`config.mk`:
```
export PLATFORM = sky130hd
export DESIGN_NAME = led_blink_sched
export DESIGN_NICKNAME = d
export VERILOG_FILES = /design/src/rtl/led_blink_sched.sv
export SDC_FILE = /design/constraint.sdc
export NUM_CORES = 1
export LEC_CHECK = 0
export BUFFER_PORTS_ARGS = -buffer_cell sky130_fd_sc_hd__buf_2
export CAP_MARGIN = 30
export CORE_MARGIN = 4
export CORE_UTILIZATION = 28
export DETAILED_ROUTE_END_ITERATION = 6
export PLACE_DENSITY = 0.45
export RECOVER_POWER = 25
export SKIP_CTS_REPAIR_TIMING = 1
export SLEW_MARGIN = 20
export SYNTH_ARGS = -nofsm -noshare
export SYNTH_HDL_FRONTEND = slang
export SYNTH_SLANG_ARGS = --single-unit
```
`constraint.sdc`:
```
create_clock -name clk -period 2.1 [get_ports clk]
set_clock_uncertainty 0.15 [all_clocks]
set_input_delay 0.21 -clock clk [delete_from_list [all_inputs] [get_ports clk]]
set_output_delay 0.21 -clock clk [all_outputs]
set_load 0.01 [all_outputs]
```
`src/rtl/led_blink_sched.sv`:
```
// led_blink_sched: round-robin sharing of one status LED between requesters, each showing a blink code
module led_blink_sched #(
  parameter int NREQ    = 4,
  parameter int BLINK_W = 4,
  parameter int CNT_W   = 8,
  parameter int ON_CYC  = 10,
  parameter int OFF_CYC = 10,
  parameter int GAP_CYC = 40
) (
  input  logic                    clk,
  input  logic                    rst_n,
  input  logic [NREQ-1:0]         req,
  input  logic [NREQ*BLINK_W-1:0] req_blinks,
  input  logic                    abort,
  output logic                    led,
  output logic [NREQ-1:0]         gnt,
  output logic [NREQ-1:0]         done,
  output logic                    busy
);
  localparam int LW = $clog2(NREQ);
  localparam logic [CNT_W-1:0] ON_T  = CNT_W'(ON_CYC - 1);
  localparam logic [CNT_W-1:0] OFF_T = CNT_W'(OFF_CYC - 1);
  localparam logic [CNT_W-1:0] GAP_T = CNT_W'(GAP_CYC - 1);
  localparam logic [NREQ-1:0]  ONE   = NREQ'(1);
  typedef enum logic [1:0] {IDLE, ON, OFF, GAP} state_t;
  state_t state, state_nx;
  logic [CNT_W-1:0]   tmr;
  logic [BLINK_W-1:0] rem, bl_w;
  logic [LW-1:0]      last, owner, win, cand;
  logic               found, grant, ph_end;
  assign busy = state != IDLE;
  // round-robin search starting just after the last winner
  always_comb begin
    found = 1'b0;
    win   = last;
    cand  = last;
    for (int k = 1; k <= NREQ; k++) begin
      cand = LW'((int'(last) + k) % NREQ);
      if (!found && req[cand]) begin
        found = 1'b1;
        win   = cand;
      end
    end
  end
  // phase sequencing: grant decision, phase-end detection and next state
  always_comb begin
    bl_w     = req_blinks[win*BLINK_W +: BLINK_W];
    grant    = state == IDLE && found && !abort;
    ph_end   = state == ON  ? tmr == ON_T :
               state == OFF ? tmr == OFF_T :
               state == GAP ? tmr == GAP_T : 1'b0;
    state_nx = abort         ? IDLE :
               state == IDLE ? (grant ? (bl_w != '0 ? ON : GAP) : IDLE) :
               !ph_end       ? state :
               state == ON   ? OFF :
               state == OFF  ? (rem != '0 ? ON : GAP) : IDLE;
  end
  // state, timer, blink count, ownership and registered outputs
  always_ff @(posedge clk) begin
    if (!rst_n) begin
      state <= IDLE;
      tmr   <= '0;
      rem   <= '0;
      last  <= LW'(NREQ - 1);
      owner <= '0;
      led   <= 1'b0;
      gnt   <= '0;
      done  <= '0;
    end else begin
      state <= state_nx;
      tmr   <= (state_nx != state || state == IDLE) ? '0 : tmr + 1'b1;
      led   <= state_nx == ON;
      gnt   <= grant ? ONE << win : '0;
      done  <= (state == GAP && ph_end && !abort) ? ONE << owner : '0;
      if (grant) begin
        rem   <= bl_w;
        owner <= win;
        last  <= win;
      end else if (state == ON && ph_end && !abort) begin
        rem <= rem - 1'b1;
      end
    end
  end
endmodule

```
# Word-level counts from Yosys, hierarchy flattened
# Index checks and enable logic that the tools add are counted.
[word_totals] word_cells=80 register_bits=27 out_inout_bits=10 input_bits=23
[op_classes] muxes=29 n_reduce_logical=22 shift=3 add_sub_neg=6 magnitude_cmp=4 n_bitwise=1 eq_ne=7
[ops] op="2-bit 2-to-1 mux" n=12
[ops] op="16-bit by 5-bit indexed part select with 4-bit output" n=1
[ops] op="2-bit by 3-bit less-than comparator with 1-bit output (second input constant)" n=4
[ops] op="1-bit 2-to-1 mux" n=11
[ops] op="1-bit logical AND" n=9
[ops] op="8-bit by 1-bit adder with 8-bit output (second input constant)" n=1
[ops] op="1-bit binary-select mux with 2-bit select" n=4
[ops] op="8-bit by 4-bit == test with 1-bit output (second input constant)" n=1
[ops] op="8-bit by 6-bit == test with 1-bit output (second input constant)" n=1
[ops] op="4-bit 2-to-1 mux" n=2
[ops] op="4-bit nonzero test" n=2
[ops] op="1-bit by 2-bit << shifter with 4-bit output (first input constant)" n=2
[ops] op="2-bit by 1-bit adder with 2-bit output (second input constant)" n=2
[ops] op="2-bit adder (second input constant)" n=2
[ops] op="2-bit by 1-bit == test with 1-bit output (second input constant)" n=2
[ops] op="2-bit == test (second input constant)" n=2
[ops] op="1-bit zero test" n=4
[ops] op="2-bit AND reduction" n=2
[ops] op="2-bit nonzero test" n=2
[ops] op="4-bit by 1-bit subtractor with 4-bit output (second input constant)" n=1
[ops] op="2-bit zero test" n=1
[ops] op="2-bit inequality test" n=1
[ops] op="2-bit OR reduction" n=1
[ops] op="1-bit logical OR" n=1
[ops] op="1-bit NOT" n=1

# Longest topological paths before layout
[depth] ltp_word=22 mapped_depth=9 ltp_nobuf=9

# Worst setup path before layout
# Ideal clock, no wire load.
[synth_path] path_type="reg2reg" from="reg tmr[0]" to="reg tmr[2]" setup_time_ns=0.125 path_stages_with_launch=9 path_buffers=0 path_slack_ns=-0.064 t_required_ns=1.825 t_arrival_ns=1.889 synth_period_minus_slack_ns=2.164 path_cell_list="dfxtp_1 -> ha_1 -> nand2_1 -> or4b_4 -> a21oi_1 -> o22ai_1 -> and3_1 -> o21ai_2 -> nor2_1"
[synth_between] elab_chain_cells=10 elab_cells_between_ends=12 classes_between="1 x add/sub; 3 x eq/ne; 6 x mux; 2 x reduce/logical"
[synth_rtl] element="from (decl)" line="27" text="logic [CNT_W-1:0] tmr;"
[synth_rtl] element="from (signal assigned)" line="71" text="tmr <= (state_nx != state || state == IDLE) ? '0 : tmr + 1'b1;"
[synth_rtl] element="8-bit by 6-bit == test with 1-bit output" line="51" text="state == GAP ? tmr == GAP_T : 1'b0;"
[synth_rtl] element="1-bit 2-to-1 mux" line="51"
[synth_rtl] element="1-bit 2-to-1 mux" line="50" text="state == OFF ? tmr == OFF_T :"
[synth_rtl] element="1-bit 2-to-1 mux" line="49" text="ph_end = state == ON ? tmr == ON_T :"
[synth_rtl] element="2-bit 2-to-1 mux" line="54" text="!ph_end ? state :"
[synth_rtl] element="2-bit 2-to-1 mux" line="53" text="state == IDLE ? (grant ? (bl_w != '0 ? ON : GAP) : IDLE) :"
[synth_rtl] element="2-bit 2-to-1 mux" line="52" text="state_nx = abort ? IDLE :"
[synth_rtl] element="2-bit inequality test" line="71"
[synth_rtl] element="1-bit logical OR" line="71"
[synth_rtl] element="2-bit OR reduction (no line)"
# Several ways; a longest one is shown, not always the timed one.
# A chain may end at the register's enable or synchronous reset.

# Worst setup path in the final report
[layout_path] from="reg tmr[0]" to="reg tmr[1]"
# Same word-level chain as after synthesis.

==> flow_metrics.env <==
export IMPL_grt_pass1_wl_mm=5.94
export IMPL_hold_violations=0
export IMPL_post_route_util=0.402
export IMPL_htreeDepth=1
export IMPL_tns_ns=-0.633
export IMPL_pre_cts_slack_ns=-0.134
export IMPL_io_pins=33
export IMPL_synthXorXnorAreaFrac=0.0537
export IMPL_wl_met1_mm=1.65
export IMPL_synth_simple_area_share=0.283
export IMPL_slew_headroom=0.737
export IMPL_worst_slew_pin_slew_ns=0.393
export IMPL_power_switching_uw=324
export IMPL_p_int_uw=821
export IMPL_final_min_clock_period_ns=2.20
export IMPL_synth_area_per_cell_sq_um=8.35
export IMPL_muxShareOfSynthArea=0.0647
export IMPL_gp_congestion=0.767
export IMPL_pwr_share_seq=0.490
export IMPL_slew_violations=0
export IMPL_hold_slack_ns=0.163
export IMPL_synthFlopType="dfxtp_1"
export IMPL_met3_length_microns=88
export IMPL_cts_root_buf="clkbuf_8"
export IMPL_hpwlAfterDp_mm=2.92
export IMPL_core_area_sq_mm=0.00511
export IMPL_max_freq_mhz=455
export IMPL_n_fill_cell=563
export IMPL_totalWireLength_mm=3.67
export IMPL_yosysTopAreaCellShare=0.368
export IMPL_crit_type="reg2reg"
export IMPL_final_nets=267
export IMPL_die_area_sq_mm=0.00647
export IMPL_ant_nets=0
export IMPL_drc=0
export IMPL_outcome="finished, violations left"
export IMPL_drive_gt1_frac=0.372
export IMPL_crit_fanout=8
export IMPL_netlist_area_sq_mm=0.00147
export IMPL_leakagePower_nw=0.875
export IMPL_worstSkewPairLatency_ns=0.27
export IMPL_powerDensity_mw_per_mm2=557
export IMPL_cts_buffers=3
export IMPL_initial_utilization=0.288
export IMPL_power_frac_comb=0.260
export IMPL_end_kind="register"
export IMPL_grt_use_total=0.116
export IMPL_tritoncts="built"
export IMPL_initialDrtViolationCount=43
export IMPL_routed_via_density=4.59
export IMPL_p_sw_frac=0.283
export IMPL_syn2layout_area_growth_pct=39.9
export IMPL_clkPwrFrac=0.250
export IMPL_ys_ff_latch=27
export IMPL_clkSlewWorstSetupHoldPaths_ns=0.09
export IMPL_cap_viol_max_count=0
export IMPL_worst_slack_ns=-0.0963
export IMPL_highest_layer="met4"
export IMPL_clockBufferDepth=2
export IMPL_num_rows=26
export IMPL_dieHeight_microns=80.4
export IMPL_cpPeakStageDelay_ns=0.56
export IMPL_antenna_cells=0
export IMPL_failed_checks="negative setup slack"
export IMPL_port_buffers=32
export IMPL_wl_met2_mm=1.92
export IMPL_ys_warn_count=0
export IMPL_first_pass_iters=4
export IMPL_grt_overflow=0
export IMPL_rsz0062_at_grt="true"
export IMPL_netlist_instances=176
export IMPL_synth_cell_type_count=47
export IMPL_max_vdd_ir_drop_v=0.000280
export IMPL_die_w_microns=80.4
export IMPL_synthAdderAreaFrac=0.0341
export IMPL_crit_required_ns=2.11
export IMPL_synthTopCellsByArea="dfxtp_1 37%, nor2_1 7.2%, ha_1 3.4%"
export IMPL_cp_cell_sequence="ha_4 > nand2_2 > or4b_4 > a21oi_2 > o22ai_1 > and3_4 > o21ai_4 > nor2_1"
export IMPL_grt_start_max_net_pins=15
export IMPL_async_flop_share=0
export IMPL_grt_pass1_vias=1305
export IMPL_hp_class="in2reg"
export IMPL_start_kind="register"
export IMPL_crit_arrival_ns=2.20
export IMPL_cp_slowest_cell="or4b_4"
export IMPL_synth_edf_count=0
export IMPL_worst_path_buf_inv=0
export IMPL_cpLargestDelayFamily="simple AND/OR/NAND/NOR gates"
export IMPL_synth_yosys_seq_area_share=0.368
export IMPL_vias=1417
export IMPL_setup_violations=10
export IMPL_synth_top_family_by_area="simple AND/OR/NAND/NOR gates"
export IMPL_antenna_found_initial=0
export IMPL_numClockSinks=27
export IMPL_synth_compound_area_frac=0.154
export IMPL_yosys_area_top_type="dfxtp_1"
export IMPL_period_share=1.05
export IMPL_synth_fp_nets=203
export IMPL_wl_per_cell_microns=11.9
## kinds of logic (layout without fill, tap and decap cells)
family                     after synthesis  in the layout
and+or+nand+nor                         78             78
AOI/OAI and AO/OA                       34             34
DFF                                     27             27
buffers and inverters                   15             78
xor gates and xnor gates                 9              9
muxes                                    9              9
adders and majority gates                4              4
## power by group through the flow
stage / Combinational, mW / Sequential [mW] / Clock (mW)
3_3_place_gp: 0.283 / 0.574 / 0
3_5_place_dp: 0.280 / 0.575 / 0
5_1_grt: 0.333 / 0.566 / 0.317
6_report: 0.297 / 0.562 / 0.287
2_1_floorplan: 0.161 / 0.572 / 0
4_1_cts: 0.281 / 0.563 / 0.305
## per-stage QoR
stage,area [sq um],total power [mW],cells
after floorplan,1480,0.733,176
after global placement,1910,0.858,300
after detailed placement,1910,0.855,300
after CTS,1960,1.15,304
after global routing,2060,1.22,309
final,2060,1.15,309
## path summary, 6_finish.rpt
check / startpoint / endpoint / slack [ns] / depth (start not counted)
worst max register to register: tmr[0] / tmr[1] / -0.1 / 8
worst min register to register: owner[0] / done[2] / 0.32 / 1
worst min-delay path: rst_n / state[0] / 0.16 / 3
worst max-delay path: tmr[0] / tmr[1] / -0.1 / 8
## sequential cells by signal, summed over array words and instances, names as in the netlist
name	cells
tmr	8
done	4
gnt	4
rem	4
last	2
owner	2
state	2
led	1
## placed cells by master, fill, tap and decap left out, drive strengths merged, types with 2 or more instances in the layout
master  Yosys  layout
nor4        4       4
nand2b      2       2
o31a        2       2
clkbuf      1      10
mux2i       5       5
ha          4       4
nand3       6       6
xnor2       5       5
nor2b       7       7
or3         3       3
nor3        7       7
nand2      13      13
dfxtp      27      27
o21ai      11      11
a311oi      2       2
buf         5      59
a21oi       7       7
xor2        4       4
mux2        4       4
nor2       29      29
inv         9       9
## synth_stat cells, types with 2 or more instances
master / count
nor2_1: 28
dfxtp_1: 27
nand2_1: 13
inv_1: 9
o21ai_0: 9
nor2b_1: 7
nor3_1: 7
a21oi_1: 6
nand3_1: 6
buf_2: 5
mux2i_1: 5
xnor2_1: 5
ha_1: 4
mux2_2: 4
xor2_1: 4
a311oi_1: 2
nand2b_1: 2
nor4_1: 2
o31a_1: 2
or3_1: 2
## routing by layer
metal,track usage,vias up
met5,0,-
met2,0.209,13
met4,0.0203,0
li1,-,747
met3,0.0280,2
met1,0.142,655
## worst reg2reg max path, stage by stage (launching register included)
cell and delay (ns):
dfxtp_4 0.38, ha_4 0.13, nand2_2 0.05, or4b_4 0.56, a21oi_2 0.18, o22ai_1 0.10, and3_4 0.19, o21ai_4 0.27
nor2_1 0.08
## layout make-up
type                            instances  area (sq um)  share of cell area
Clock buffer                            4          45.0              0.0219
Inverter                                9          33.8              0.0164
Multi-Input combinational cell        134           940               0.457
Sequential cell                        27           549               0.267
Tap cell                               70          87.6              0.0426
Timing Repair Buffer                   65           400               0.195
No activity file was read; power rests on OpenSTA's default activity.
